[config.mk]
export PLATFORM = sky130hd
export DESIGN_NAME = lcd_ctrl_4bit
export DESIGN_NICKNAME = d
export VERILOG_FILES = /design/src/rtl/lcd_ctrl_4bit.sv
export SDC_FILE = /design/constraint.sdc
export NUM_CORES = 1
export LEC_CHECK = 0
export CAP_MARGIN = 20
export CORE_ASPECT_RATIO = 0.9
export CORE_MARGIN = 2
export CORE_UTILIZATION = 40
export CTS_CLUSTER_SIZE = 30
export DETAILED_ROUTE_END_ITERATION = 6
export GPL_ROUTABILITY_DRIVEN = 0
export MAX_ROUTING_LAYER = met4
export PLACE_DENSITY_LB_ADDON = 0.12
export SLEW_MARGIN = 20
export SYNTH_ARGS = -nofsm -noshare
export SYNTH_HDL_FRONTEND = slang
export SYNTH_SLANG_ARGS = --single-unit
[constraint.sdc]
create_clock -name clk -period 4.66 [get_ports clk]
set_clock_uncertainty 0.2 [all_clocks]
set_input_delay 0.932 -clock clk [delete_from_list [all_inputs] [get_ports clk]]
set_output_delay 0.932 -clock clk [all_outputs]
set_load 0.03 [all_outputs]
[src/rtl/lcd_ctrl_4bit.sv]
// HD44780-style 4-bit LCD sequencer: runs the power-on init itself, then writes one command/data
// byte per req/busy handshake as two nibble strobes followed by the controller's execution wait.
module lcd_ctrl_4bit #(
    parameter int CNT_W       = 20,
    parameter int T_PWR       = 750000,
    parameter int T_INIT_WAIT = 205000,
    parameter int T_SETUP     = 2,
    parameter int T_EPULSE    = 12,
    parameter int T_HOLD      = 1,
    parameter int T_CMD_WAIT  = 2000,
    parameter int T_CLR_WAIT  = 82000
) (
    input  logic       clk,
    input  logic       nClear,
    input  logic       req,
    input  logic       rs_in,
    input  logic [7:0] data_in,
    output logic       busy,
    output logic       ready,
    output logic [3:0] dataout,
    output logic       LCD_E,
    output logic       LCD_RS,
    output logic       LCD_RW
);

    typedef enum logic [2:0] {
        ST_PWR_WAIT,
        ST_SETUP,
        ST_PULSE,
        ST_HOLD,
        ST_WAIT,
        ST_IDLE
    } state_t;

    localparam logic [CNT_W-1:0] C_ONE       = CNT_W'(1);
    localparam logic [CNT_W-1:0] C_PWR       = CNT_W'(T_PWR);
    localparam logic [CNT_W-1:0] C_INIT_WAIT = CNT_W'(T_INIT_WAIT);
    localparam logic [CNT_W-1:0] C_SETUP     = CNT_W'(T_SETUP);
    localparam logic [CNT_W-1:0] C_EPULSE    = CNT_W'(T_EPULSE);
    localparam logic [CNT_W-1:0] C_HOLD      = CNT_W'(T_HOLD);
    localparam logic [CNT_W-1:0] C_CMD_WAIT  = CNT_W'(T_CMD_WAIT);
    localparam logic [CNT_W-1:0] C_CLR_WAIT  = CNT_W'(T_CLR_WAIT);

    state_t           state_reg;
    logic [CNT_W-1:0] cnt_reg;
    logic [2:0]       step_reg;   // init item in progress: 0..3 raw nibbles, 4..7 init bytes
    logic             init_reg;
    logic             raw_reg;    // stand-alone init nibble, followed by the long init wait
    logic             low_reg;    // low nibble of byte_reg is being sent
    logic [7:0]       byte_reg;

    logic             phase_done;
    logic             clr_byte;
    logic [7:0]       next_init_byte;

    function automatic logic [7:0] init_byte(input logic [1:0] idx);
        case (idx)
            2'd0:    init_byte = 8'h28;
            2'd1:    init_byte = 8'h06;
            2'd2:    init_byte = 8'h0C;
            default: init_byte = 8'h01;
        endcase
    endfunction

    assign phase_done     = (cnt_reg == C_ONE);
    // Clear/home commands need the long execution wait; LCD_RS holds the latched rs of the byte.
    assign clr_byte       = !LCD_RS && (byte_reg <= 8'h03);
    assign next_init_byte = init_byte(2'(step_reg - 3'd3));

    always_ff @(posedge clk or negedge nClear) begin
        if (!nClear) begin
            state_reg <= ST_PWR_WAIT;
            cnt_reg   <= C_PWR;
            step_reg  <= 3'd0;
            init_reg  <= 1'b1;
            raw_reg   <= 1'b1;
            low_reg   <= 1'b0;
            byte_reg  <= 8'h00;
            busy      <= 1'b1;
            ready     <= 1'b0;
            dataout   <= 4'h0;
            LCD_E     <= 1'b0;
            LCD_RS    <= 1'b0;
            LCD_RW    <= 1'b0;
        end else begin
            LCD_RW <= 1'b0;
            if (state_reg != ST_IDLE && !phase_done) begin
                cnt_reg <= cnt_reg - C_ONE;
            end
            case (state_reg)
                ST_PWR_WAIT: begin
                    if (phase_done) begin
                        state_reg <= ST_SETUP;
                        cnt_reg   <= C_SETUP;
                        dataout   <= 4'h3;
                        LCD_RS    <= 1'b0;
                        raw_reg   <= 1'b1;
                        low_reg   <= 1'b0;
                    end
                end
                ST_SETUP: begin
                    if (phase_done) begin
                        state_reg <= ST_PULSE;
                        cnt_reg   <= C_EPULSE;
                        LCD_E     <= 1'b1;
                    end
                end
                ST_PULSE: begin
                    if (phase_done) begin
                        state_reg <= ST_HOLD;
                        cnt_reg   <= C_HOLD;
                        LCD_E     <= 1'b0;
                    end
                end
                ST_HOLD: begin
                    if (phase_done) begin
                        if (raw_reg || low_reg) begin
                            state_reg <= ST_WAIT;
                            if (raw_reg) begin
                                cnt_reg <= C_INIT_WAIT;
                            end else if (clr_byte) begin
                                cnt_reg <= C_CLR_WAIT;
                            end else begin
                                cnt_reg <= C_CMD_WAIT;
                            end
                        end else begin
                            state_reg <= ST_SETUP;
                            cnt_reg   <= C_SETUP;
                            low_reg   <= 1'b1;
                            dataout   <= byte_reg[3:0];
                        end
                    end
                end
                ST_WAIT: begin
                    if (phase_done) begin
                        if (!init_reg || step_reg == 3'd7) begin
                            state_reg <= ST_IDLE;
                            init_reg  <= 1'b0;
                            busy      <= 1'b0;
                            ready     <= 1'b1;
                        end else begin
                            // Advance to the next init item: three 3s, a 2, then the init bytes.
                            state_reg <= ST_SETUP;
                            cnt_reg   <= C_SETUP;
                            step_reg  <= step_reg + 3'd1;
                            LCD_RS    <= 1'b0;
                            low_reg   <= 1'b0;
                            if (step_reg < 3'd3) begin
                                raw_reg <= 1'b1;
                                dataout <= (step_reg == 3'd2) ? 4'h2 : 4'h3;
                            end else begin
                                raw_reg  <= 1'b0;
                                byte_reg <= next_init_byte;
                                dataout  <= next_init_byte[7:4];
                            end
                        end
                    end
                end
                ST_IDLE: begin
                    if (req && !busy) begin
                        state_reg <= ST_SETUP;
                        cnt_reg   <= C_SETUP;
                        busy      <= 1'b1;
                        byte_reg  <= data_in;
                        LCD_RS    <= rs_in;
                        dataout   <= data_in[7:4];
                        raw_reg   <= 1'b0;
                        low_reg   <= 1'b0;
                    end
                end
                default: begin
                    state_reg <= ST_PWR_WAIT;
                    cnt_reg   <= C_PWR;
                end
            endcase
        end
    end

endmodule

==> results_dict.tcl <==
set metrics [dict create \
    ant_nets 0 \
    drv_slew 0 \
    clock_latency_ps 300 \
    relSlewSlack_pct 49.7 \
    grt_pass1_wl_um 10900 \
    whs_ps 246 \
    synth_edf_count 0 \
    finalHoldViolations 0 \
    h-tree-depth 2 \
    grt_pass1_vias 2125 \
    worst-r2r-setup-slack_ps 1330 \
    netlist_area_um2 2690 \
    arrival_ps 3320 \
    cts_tree "done" \
    worstPathRequired_ps 4650 \
    cts_hold_buf 0 \
    port-buffer-count 19 \
    fmax_ghz 0.300 \
    crit_start "cnt_reg[1]" \
    finalCriticalPeriod_ps 3330 \
    async_reset_ff_share_pct 100 \
    grt_util_all_layers_pct 19.4 \
    wl_met2_um 2960 \
    hpwlAfterDp_um 4780 \
    row_count 28 \
    peakVddDrop_v 0.000123 \
    status "finished, final reports clean" \
    ys_seq_elements 45 \
    startpoint_type "flop" \
    ys.flop_type "dfrtp_1" \
    worst-path-max-fanout 16 \
    diodes 0 \
    core-area_um2 6550 \
    syn_inst 301 \
    setup-violations-final 0 \
    vias_per_cell 5.46 \
    top_layer "met4" \
    synthesis.nets 319 \
    synth-seq-area-share_pct 42.5 \
    r2r-end "step_reg[1]" \
    endpoint_kind "flop" \
    finalSetupTns_ps 0 \
    cts.sinks 45 \
    yosysWarnings 0 \
    wire_per_inst_um 16.0 \
    post_cts_buffers 0 \
    drive_gt1_share_pct 12.1 \
    root_buffer "clkbuf_8" \
    rr_startpoint "cnt_reg[1]" \
    synth_cell_type_count 50 \
    die_y_um 81.7 \
    wl_met1_um 3230 \
    nets 332 \
    drt-total-wl_um 6470 \
    io_pins 21 \
    die_x_um 90.4 \
    drt-pass1-iter-count 5 \
    grt_setup_unrepaired "no" \
    worst_slew_pin_slew_ps 747 \
    drcViolationCount 0 \
    start_util_pct 41.0 \
    num_vias 2212 \
    cts.path.max_buffers 2 \
    fillCellCount 657 \
    holdCritPathClass "flop to flop" \
    avgSynthCellArea_um2 8.92 \
    worst-setup-path-type "flop to flop" \
    grt_max_degree 36 \
    path_clk_slew_ps 90 \
    p_leak_nw 1.19 \
    max_cap_viol_count 0 \
    p_per_area_nw_per_um2 222 \
    cts_resized 0 \
    wl_met3_um 228 \
    dieArea_um2 7390 \
    numCtsBuffers 5 \
    syn_to_final_growth_pct 12.8 \
    worstRegToRegCells 7 \
    crit_end "step_reg[1]" \
    drt_iter0_drc 201 \
    post-route-util_pct 46.3 \
    finalCritPeriodShare_pct 71.5 \
    antenna_found_initial 0 \
    largest_reg_flops 20 \
    grt.overflow.total 0 \
]
[how the worst min path moves through the flow]
stage,from,end,slack (ps),depth (start not counted)
final,init_reg,init_reg,250,2
after global routing,init_reg,init_reg,280,2
after CTS,init_reg,init_reg,250,2
after detailed placement,init_reg,init_reg,240,2
after global placement,init_reg,init_reg,230,2
after floorplan,init_reg,init_reg,220,2
[through the flow]
step,total power [W],cell area [µm²],std cells,setup slack [ps]
final,0.000671,3030,405,1330
after CTS,0.000681,3030,405,1360
after global placement,0.000423,2930,397,1420
after floorplan,0.000404,2690,301,2020
after detailed placement,0.000423,2930,397,1360
after global routing,0.000704,3030,405,1110
[placed cells by master, fill, tap and decap left out, types with 2 or more instances in the layout]
cell type	n
buf_4	2
ha_1	6
mux2_2	4
o21ai_0	23
mux2i_1	3
nor4_1	2
xor2_1	8
a21oi_1	30
and2_1	5
nor2b_1	3
mux2_4	2
dfstp_2	13
or4_1	5
xnor2_1	4
or3_1	3
nand3b_1	3
a31o_2	2
nor3b_1	2
a211oi_1	6
o32a_1	3
a21o_1	5
nor2_1	31
nor3_1	11
nand2b_1	3
a22o_1	3
dfrtp_1	32
nand4b_1	2
nand3_1	8
clkdlybuf4s50_1	18
nand2_1	30
clkbuf_8	6
a31oi_1	4
o31ai_1	2
a32o_1	4
inv_1	9
[per-layer routing]
layer,up-vias,GRT usage (%)
met5,-,-
met4,0,4.62
met3,5,3.03
met2,48,31.7
met1,1051,25.7
li1,1108,-
[final cells by class]
class / count / area [µm²] / share of cell area, %
Clock buffer: 6 / 82.6 / 2.73
Sequential cell: 45 / 1140 / 37.7
Tap cell: 90 / 113 / 3.72
Multi-Input combinational cell: 232 / 1450 / 47.7
Clock inverter: 2 / 13.8 / 0.454
Timing Repair Buffer: 21 / 200 / 6.61
Inverter: 9 / 33.8 / 1.11
[kinds of logic (layout without fill, tap and decap cells)]
kind of cell,count (synthesis),in the layout,synth area share [%]
DFF,45,45,42.5
adders and majority gates,6,6,2.79
muxes,9,9,3.91
other,1,1,0.140
and+or+nand+nor,117,117,22.9
AOI/OAI and AO/OA,87,87,20.2
xor gates and xnor gates,12,12,3.91
buffers and inverters,24,38,3.68
[cells in the mapped netlist, drive strengths merged (2+ instances only)]
| master | count | area (µm²) |
|---|---|---|
| nor4 | 4 | 46.3 |
| o21ai | 23 | 115 |
| dfstp | 13 | 342 |
| or4 | 6 | 48.8 |
| nand2b | 3 | 18.8 |
| a32o | 4 | 40.0 |
| a21oi | 30 | 150 |
| a211oi | 6 | 45.0 |
| o31ai | 2 | 15.0 |
| or4b | 2 | 20.0 |
| a22o | 3 | 26.3 |
| nand3 | 8 | 40.0 |
| a31oi | 4 | 25.0 |
| nand2 | 31 | 119 |
| nand3b | 4 | 33.8 |
| dfrtp | 32 | 801 |
| nor3b | 2 | 15.0 |
| inv | 9 | 33.8 |
| nor2b | 3 | 18.8 |
| o32a | 3 | 30.0 |
| xor2 | 8 | 70.1 |
| mux2 | 6 | 75.1 |
| clkbuf | 10 | 37.5 |
| a31o | 2 | 17.5 |
| nor3 | 11 | 55.1 |
| xnor2 | 4 | 35.0 |
| and2 | 5 | 31.3 |
| buf | 5 | 27.5 |
| nand4b | 2 | 17.5 |
| mux2i | 3 | 30.0 |
| or3 | 3 | 18.8 |
| ha | 6 | 75.1 |
| a21o | 5 | 37.5 |
| nor2 | 31 | 116 |
[worst max-delay path: stages, from the launching register on]
cell and delay (ps):
dfrtp_1 380, inv_1 110, ha_1 200, or4b_1 490
nor4_4 480, nand2_2 340, or4_1 690, mux2_4 340
[power by group]
| part | internal, W | leakage [nW] | total, W | switching [W] |
|---|---|---|---|---|
| combinational | 0.00000948 | 0.614 | 0.0000216 | 0.0000121 |
| clock | 0.000120 | 0.0512 | 0.000257 | 0.000137 |
| sequential | 0.000392 | 0.524 | 0.000393 | 0.000000759 |
No activity file was read; power rests on OpenSTA's default activity.
